===== config.mk =====
export PLATFORM = sky130hd
export DESIGN_NAME = gf_alpha_table_flat
export DESIGN_NICKNAME = d
export VERILOG_FILES = /design/src/rtl/gf_alpha_table_if.sv /design/src/rtl/gf_alpha_table.sv /design/src/flat_wrapper.sv
export SDC_FILE = /design/constraint.sdc
export NUM_CORES = 2
export LEC_CHECK = 0
export ABC_AREA = 1
export BUFFER_PORTS_ARGS = -buffer_cell sky130_fd_sc_hd__buf_2
export CAP_MARGIN = 10
export CORE_MARGIN = 3
export CORE_UTILIZATION = 35
export CTS_BUF_LIST = sky130_fd_sc_hd__clkbuf_4 sky130_fd_sc_hd__clkbuf_8 sky130_fd_sc_hd__clkbuf_16
export CTS_CLUSTER_SIZE = 28
export DETAILED_ROUTE_END_ITERATION = 7
export GPL_TIMING_DRIVEN = 0
export REMOVE_ABC_BUFFERS = 1
export SYNTH_ARGS = -nofsm -noshare
export SYNTH_HDL_FRONTEND = slang
export SYNTH_SLANG_ARGS = --single-unit

===== constraint.sdc =====
create_clock -name clock -period 5.7 [get_ports clock]
set_input_delay 0.855 -clock clock [delete_from_list [all_inputs] [get_ports clock]]
set_output_delay 0.855 -clock clock [all_outputs]
set_load 0.02 [all_outputs]

===== src/rtl/gf_alpha_table_if.sv =====
// -----------------------------------------------------------------------------
// gf_alpha_table_if
// Request/response bundle between the RS decoder root loader (master) and the
// GF(2^8) power table (slave).
//   address            master->slave  exponent a of the request
//   read_alpha         master->slave  request alpha^a
//   read_alpha_inverse master->slave  request alpha^-a
//   read_log           master->slave  request log(a)   (GF_LOG_LOOKUP_EN only)
//   alpha              slave->master  result word, holds between responses
//   gf_table_ready     slave->master  one-cycle pulse, alpha valid this cycle
//   table_init_done    slave->master  table built, stays high until reset
// Optional feature macro: GF_LOG_LOOKUP_EN adds the read_log strobe.
// -----------------------------------------------------------------------------
interface gf_alpha_table_if;
  logic [7:0] address;
  logic       read_alpha;
  logic       read_alpha_inverse;
`ifdef GF_LOG_LOOKUP_EN
  logic       read_log;
`endif
  logic [7:0] alpha;
  logic       gf_table_ready;
  logic       table_init_done;

`ifdef GF_LOG_LOOKUP_EN
  modport master (
    output address, read_alpha, read_alpha_inverse, read_log,
    input  alpha, gf_table_ready, table_init_done
  );
  modport slave (
    input  address, read_alpha, read_alpha_inverse, read_log,
    output alpha, gf_table_ready, table_init_done
  );
`else
  modport master (
    output address, read_alpha, read_alpha_inverse,
    input  alpha, gf_table_ready, table_init_done
  );
  modport slave (
    input  address, read_alpha, read_alpha_inverse,
    output alpha, gf_table_ready, table_init_done
  );
`endif
endinterface


===== src/rtl/gf_alpha_table.sv =====
// -----------------------------------------------------------------------------
// gf_alpha_table
// GF(2^8) power-table responder (primitive polynomial 0x11D). After reset the
// antilog table exp[i] = alpha^i, i = 0..254, is generated one entry per clock
// by a shift-and-reduce generator (255 edges). The block then answers
// single-word requests for alpha^a / alpha^-a with one cycle of latency.
// Requests seen while the table is still being built are held in a one-deep
// pending slot (newest wins) and served on the first serve edge.
//
// Ports:
//   clock  in   sole clock, rising edge
//   reset  in   synchronous, active-high; restarts the table build
//   tbl    slave modport of gf_alpha_table_if (request strobes, address,
//          alpha result, gf_table_ready pulse, table_init_done flag)
//
// Optional feature macro: GF_LOG_LOOKUP_EN
//   adds the read_log strobe and a 256x8 log table (log(0) reads as 8'hFF).
//   Priority: read_alpha > read_alpha_inverse > read_log.
// -----------------------------------------------------------------------------
module gf_alpha_table (
  input  logic             clock,
  input  logic             reset,
  gf_alpha_table_if.slave  tbl
);

  typedef enum logic {
    ST_INIT,
    ST_SERVE
  } state_e;

  typedef enum logic [1:0] {
    REQ_ALPHA,
    REQ_INV,
    REQ_LOG
  } req_kind_e;

  // Low byte of the primitive polynomial 0x11D (the x^8 term falls off).
  localparam logic [7:0] POLY_LOW = 8'h1D;

  state_e     state_q;
  logic [7:0] idx_q;
  logic [7:0] gen_q;
  logic [7:0] gen_d;

  logic       pend_valid_q;
  logic [7:0] pend_addr_q;
  req_kind_e  pend_kind_q;

  logic [7:0] alpha_q;
  logic       ready_q;
  logic       done_q;

  logic       live_valid;
  req_kind_e  live_kind;
  logic       srv_valid;
  logic [7:0] srv_addr;
  req_kind_e  srv_kind;
  logic [7:0] exp_idx;
  logic [7:0] srv_word;

  logic [7:0] exp_mem [0:254];
`ifdef GF_LOG_LOOKUP_EN
  logic [7:0] log_mem [0:255];
`endif

  // Multiply the generator by alpha: shift left, reduce by the polynomial.
  assign gen_d = {gen_q[6:0], 1'b0} ^ (gen_q[7] ? POLY_LOW : 8'h00);

  // Live request decode with fixed priority.
  always_comb begin
    // NOTE: every always_comb output gets a default first so no latch is inferred.
    live_valid = 1'b0;
    live_kind  = REQ_ALPHA;
    if (tbl.read_alpha) begin
      live_valid = 1'b1;
      live_kind  = REQ_ALPHA;
    end else if (tbl.read_alpha_inverse) begin
      live_valid = 1'b1;
      live_kind  = REQ_INV;
`ifdef GF_LOG_LOOKUP_EN
    end else if (tbl.read_log) begin
      live_valid = 1'b1;
      live_kind  = REQ_LOG;
`endif
    end
  end

  // A pending request always beats a live one on the same edge.
  always_comb begin
    srv_valid = pend_valid_q | live_valid;
    srv_addr  = pend_valid_q ? pend_addr_q : tbl.address;
    srv_kind  = pend_valid_q ? pend_kind_q : live_kind;
  end

  // Exponent reduction: 255 aliases 0, and alpha^-a = alpha^(255-a).
  always_comb begin
    exp_idx = 8'h00;
    if (srv_kind == REQ_INV) begin
      if (srv_addr != 8'h00 && srv_addr != 8'hFF) exp_idx = 8'hFF - srv_addr;
    end else if (srv_addr != 8'hFF) begin
      exp_idx = srv_addr;
    end
    srv_word = exp_mem[exp_idx];
`ifdef GF_LOG_LOOKUP_EN
    // log(0) is undefined in the field; 8'hFF is the agreed marker.
    if (srv_kind == REQ_LOG) srv_word = (srv_addr == 8'h00) ? 8'hFF : log_mem[srv_addr];
`endif
  end

  // Table storage: written only while building.
  // NOTE: memories carry no reset; the build pass after every reset rewrites them.
  always_ff @(posedge clock) begin
    if (!reset && state_q == ST_INIT) begin
      exp_mem[idx_q] <= gen_q;
`ifdef GF_LOG_LOOKUP_EN
      log_mem[gen_q] <= idx_q;
`endif
    end
  end

  // Control FSM with registered outputs.
  always_ff @(posedge clock) begin
    if (reset) begin
      state_q      <= ST_INIT;
      idx_q        <= 8'h00;
      gen_q        <= 8'h01;
      pend_valid_q <= 1'b0;
      pend_addr_q  <= 8'h00;
      pend_kind_q  <= REQ_ALPHA;
      alpha_q      <= 8'h00;
      ready_q      <= 1'b0;
      done_q       <= 1'b0;
    end else begin
      case (state_q)
        ST_INIT: begin
          gen_q <= gen_d;
          idx_q <= idx_q + 8'd1;
          if (idx_q == 8'd254) begin
            state_q <= ST_SERVE;
            done_q  <= 1'b1;
          end
          // Only the most recent request made during the build is kept.
          if (live_valid) begin
            pend_valid_q <= 1'b1;
            pend_addr_q  <= tbl.address;
            pend_kind_q  <= live_kind;
          end
        end
        ST_SERVE: begin
          ready_q      <= srv_valid;
          pend_valid_q <= 1'b0;
          if (srv_valid) alpha_q <= srv_word;
        end
        default: state_q <= ST_INIT;
      endcase
    end
  end

  assign tbl.alpha           = alpha_q;
  assign tbl.gf_table_ready  = ready_q;
  assign tbl.table_init_done = done_q;

endmodule


===== src/flat_wrapper.sv =====
// flat-port wrapper written by rule: the top's interface ports become plain ports
module gf_alpha_table_flat 
  (clock, reset, tbl_address, tbl_read_alpha, tbl_read_alpha_inverse, tbl_alpha, tbl_gf_table_ready, tbl_table_init_done);
  gf_alpha_table_if tbl_i ();
  input  logic clock;
  input  logic reset;
  input wire logic [$bits(tbl_i.address)-1:0] tbl_address;
  input wire logic [$bits(tbl_i.read_alpha)-1:0] tbl_read_alpha;
  input wire logic [$bits(tbl_i.read_alpha_inverse)-1:0] tbl_read_alpha_inverse;
  output wire logic [$bits(tbl_i.alpha)-1:0] tbl_alpha;
  output wire logic [$bits(tbl_i.gf_table_ready)-1:0] tbl_gf_table_ready;
  output wire logic [$bits(tbl_i.table_init_done)-1:0] tbl_table_init_done;
  assign tbl_i.address = tbl_address;
  assign tbl_i.read_alpha = tbl_read_alpha;
  assign tbl_i.read_alpha_inverse = tbl_read_alpha_inverse;
  assign tbl_alpha = tbl_i.alpha;
  assign tbl_gf_table_ready = tbl_i.gf_table_ready;
  assign tbl_table_init_done = tbl_i.table_init_done;
  gf_alpha_table u_core (.clock(clock), .reset(reset), .tbl(tbl_i));
endmodule

After elaboration in Yosys (flattened, before gate mapping):

Memories as Yosys holds them, arrays and structs flattened. A register that Yosys moved wholly into a read port is not among the register bits.
Cells that the tools add are included.

* add/sub/neg operators: 2
* equal/unequal tests: 4
* muxes and demuxes: 16
* bitwise logic cells: 3
* reductions and logical operators: 7

Operators by type and width (number)
* 2-to-1 mux 8 bit: 4
* adder 8 x 1 -> 8 bit (second input constant): 1
* equality test 8 bit (second input constant): 1
* 2-to-1 mux 1 bit: 8
* != test 8 bit (second input constant): 1
* nonzero test 8 bit: 1
* subtractor 8 bit (first input constant): 1
* XOR 8 bit: 1
* AND reduction 2 bit: 3
* 2-to-1 mux 5 bit: 1
* 2-to-1 mux 2 bit: 2
* equality test 2 x 1 -> 1 bit (second input constant): 1
* logical AND 1 bit: 2
* != test 2 x 1 -> 1 bit (second input constant): 1
* one-hot mux 1 bit (2 select lines): 1
* zero test 1 bit: 1
* inverter 1 bit: 1
* bitwise OR 1 bit: 1

* register bits: 30
* memory bits (writable): 2040
* input bits: 12
* output and inout port bits: 10
* word-level logic and storage cells: 41
* memories: 1

Memory list
* u_core.exp_mem: depth 255, bits a word 8, rd ports 1, clocked after memory_dff 1, wr ports 1, RTL line gf_alpha_table.sv:61 `logic [7:0] exp_mem [0:254];`

Logic depth before layout (Yosys ltp):

* depth after elaboration: 5
* mapped depth: 25
* depth with buffers taken out: 21

Worst setup path before layout:

No wires, ideal clock.

* path type: register to register
* start point: register u_core.gen_q[1]
* end point: memory u_core.exp_mem[0][1] (data pin)
* setup time: 0.859 ns
* data arrival time: 3.414 ns
* required time: 4.841 ns
* setup slack: 1.426 ns
* stages on the path, launching flop included: 1
* path buffers: 0
* period minus slack after synthesis: 4.274 ns
* path through: dfxtp_1

RTL lines
* start, declared: RTL line gf_alpha_table.sv:42 `logic [7:0] gen_q;`
* start signal, assigned: RTL line gf_alpha_table.sv:136 `gen_q <= gen_d;`
* end, declared: RTL line gf_alpha_table.sv:61

Straight into the memory's write port.

Final worst setup path:

* start point: register u_core.pend_valid_q
* end point: register u_core.alpha_q[5], in the netlist u_core.tbl.alpha[5] (read register of u_core.exp_mem)

* word-level cells in the longest chain between the ends: 5
* elaborated cells between the ends (all ways): 12

Ends and longest elaborated chain
* start, declared: RTL line gf_alpha_table.sv:45 `logic pend_valid_q;`
* start signal, assigned: RTL line gf_alpha_table.sv:127 `pend_valid_q <= 1'b0;`
* start signal, assigned: RTL line gf_alpha_table.sv:144 `pend_valid_q <= 1'b1;`
* start signal, assigned: RTL line gf_alpha_table.sv:151 `pend_valid_q <= 1'b0;`
* parallel branches: the longest is 5 deep, another holds subtractor 8 bit
* end, declared: RTL line gf_alpha_table.sv:49 `logic [7:0] alpha_q;`

Several ways; the timed one is not identified.
A chain may end at the register's enable or synchronous reset.

==> key figures <==
Critical path
  • Critical path required time: 6450 ps
  • Crit path cell chain: inv_6, nand2_1, nand2_1, nand2_1, nor2_1, nand2_2, nand3_1, nand2_8, clkinv_8, buf_16, buf_16, nand3_1, nand3_1, nand3_1, nand3_1, nand3_1, nand3_1, nand3_1, nand3_1, nand2_1, inv_1
  • Reg-to-reg endpoint: u_core.tbl.alpha[5]
  • CP startpoint kind: register
  • CP Launch Point: u_core.pend_valid_q
  • CP delay by family, top: simple AND/OR/NAND/NOR gates
  • Setup slack, reg-to-reg: 230 ps
  • Worst-path maximum fanout: 107
  • WP data arrival: 6210 ps
  • Register-to-Register Path Depth: 21
  • R2r startpoint: u_core.pend_valid_q
  • Worst path most repeated cell: nand3_1
  • Crit. End Element: register
  • Crit-path slowest cell: dfxtp_2
  • Crit path depth: 21
  • Slowest stage delay, CP: 530 ps
  • Crit Path Class: register to register
  • WP buf/inv: 5
  • Crit path to: u_core.tbl.alpha[5]

Place
  • HPWL after DPL: 142000 um
  • PortBufs: 21
  • Placed Instance Area: 0.0965 mm^2
  • Place WS: -854 ps
  • DP Cell Count: 11500
  • GPL Wtd Cong: 0.801

Outcome
  • Outcome: finished clean

Clock network
  • H-tree depth: 4
  • CTS tree: done
  • Num CTS Buffers: 209
  • Worst-path clk slew: 60 ps
  • CTS Sinks: 2077
  • Clk_lat worst skew: 860 ps
  • CTS Buffer Depth: 3
  • CTS Hold Bufs: 0
  • Root Buffer: clkbuf_16

Global routing
  • Gr ovfl total: 0
  • Vias in the first global route: 58200
  • First-pass GRT wire length: 372000 um
  • Largest net degree at the start of global routing: 136
  • Initial antenna violation count: 7
  • GRT Overall Usage: 17.9%

Timing
  • Final hold violation count: 0
  • Worst-Margin Slew: 1350 ps
  • Min Tclk post-route: 5470 ps
  • Fin. max-slew vios: 0
  • PnR worst setup slack: 232 ps
  • Final hold slack: 310 ps
  • Fmax: 0.183 GHz
  • Clock Skew: 43.6 ps
  • RSZ-0062 raised after global routing: false
  • # setup viols final: 0
  • Part of the cycle the worst path needs: 95.9%
  • Max_slew headroom: 9.47%

Logic synthesis
  • Netlist cell types: 26
  • Mapped Avg Cell Area: 10.8 um^2
  • Yosys warns: 0
  • Synth Cell Area: 0.0919 mm^2
  • Gate Count Post-Synth: 8515
  • Register area share after synthesis: 67.5%
  • Number of register bits inferred by synthesis: 2077

Detailed routing
  • WL final: 248000 um
  • Drt pass-1 iters: 6
  • Wire per inst: 20.8 um
  • Mean number of vias per cell: 5.17
  • Via count: 61700
  • Violation count after the first detailed-route iteration: 6379
  • Remaining DRCs: 0
  • Remaining antenna violation count: 0

Final layout
  • Area grow syn2layout: 12.5%
  • Final std cells w/o fill: 11900
  • Final nets: 8287
  • Most frequent cells in the layout: nand3_1 (2185), edfxtp_1 (2040), nand2_1 (1530)
  • Commonest non-fill, non-tap cell in the layout: nand3_1
  • Finished layout cell area: 0.103 mm^2
  • Layout cells sized above 1: 6.31%

Power
  • Leak: 0.0396 uW
  • Maximum VDD drop: 0.333 mV
  • Pwr Total: 34900 uW
  • Cell Pwr Density: 337 mW/mm^2

Floorplan
  • Io pins: 22
  • Die Area: 0.269 mm^2
  • Initial Util: 35.3%
  • Core Box Area: 0.260 mm^2
  • Row cnt: 187
  • Chip Width: 518 um
  • Die height: 518 um

Run
  • Number of max-cap violations: 0

Min path
  • Hold Crit Class: input pin to register
worst min-delay path: stages:
cell and delay (ps):
buf_2 110, inv_1 60, a21oi_1 60
report_power, final:
group	leakage, uW	switching [uW]	internal, uW
registers	0.0192	37.8	16700
logic	0.0170	3440	1400
clock network	0.00335	5840	7500
how the worst min path moves through the flow:
stage                               startpoint                          to  slack (ps)  cells past startpoint
floorplan                u_core.pend_kind_q[0]       u_core.pend_kind_q[0]         480                      2
global placement    u_core.tbl.table_init_done  u_core.tbl.table_init_done         450                      2
detailed placement  u_core.tbl.table_init_done  u_core.tbl.table_init_done         450                      2
CTS                             tbl_address[2]       u_core.pend_addr_q[2]         240                      3
global route                    tbl_address[7]       u_core.pend_addr_q[7]         280                      3
finish                          tbl_address[2]       u_core.pend_addr_q[2]         310                      3
synth_stat cells, drive strengths merged:
cell | number | area share, %
nand3 | 2187 | 12
edfxtp | 2040 | 67
nand2 | 1551 | 6.4
inv | 1120 | 4.6
nand3b | 538 | 4.4
buf | 434 | 2.4
nor2 | 324 | 1.3
clkbuf | 162 | 0.66
o211ai | 64 | 0.52
dfxtp | 37 | 0.81
o21ai | 29 | 0.16
a21oi | 19 | 0.10
ha | 4 | 0.054
xor2 | 4 | 0.038
a2111oi | 1 | 0.0095
nor4 | 1 | 0.0068
sequential cells by signal, summed over array words and instances (netlist names), 8 cells and up:
register,count
u_core.exp_mem,2040
u_core.pend_addr_q,8
u_core.idx_q,8
u_core.tbl.alpha,8
u_core.gen_q,8
final cells by class:
cell class              instances  area [um^2]
repair buffers                135         2990
flip-flops and latches       2077        62000
clock buffers                 284         5870
fillers                     24400       157000
multi-input cells            4728        23100
clock inverters                98          776
well taps                    3496         4370
inverters                    1120         4240
diodes                          3         7.51
cells by family (layout without fill, tap and decap cells):
family                   Yosys count  after routing  share of synthesized area (%)
AND/OR/NAND/NOR                 4601           4607                           24.0
buffers and inverters           1716           1637                           7.65
adder cells (fa/ha/maj)            4              4                         0.0545
AO/OA/AOI/OAI                    113            113                          0.798
flip-flops                      2077           2077                           67.5
XOR/XNOR                           4              4                         0.0381
other                              0              3                              0
routing by layer:
metal  vias up  wire length [um]  track usage [%]
met5         -                 0                0
met4         0              9200             6.89
met3       439             19100             2.88
met2      2476            115000             28.3
met1     30200            105000             24.6
li1      28600                 -                -
repair_timing:
item                       CTS  global route
gates cloned                 7             2
pin swaps                    3             2
buffers inserted             1             2
setup endpoints to repair    8             8
resized for setup            2             1
metrics by stage:
step | setup TNS (ps) | util [%]
6_report | 0 | 39.7
5_1_grt | 0 | 39.7
4_1_cts | 0 | 39.7
3_5_place_dp | -6410 | 37.1
3_3_place_gp | -8129510 | 35.9
2_1_floorplan | -317540 | -
No activity file was read; power rests on OpenSTA's default activity.
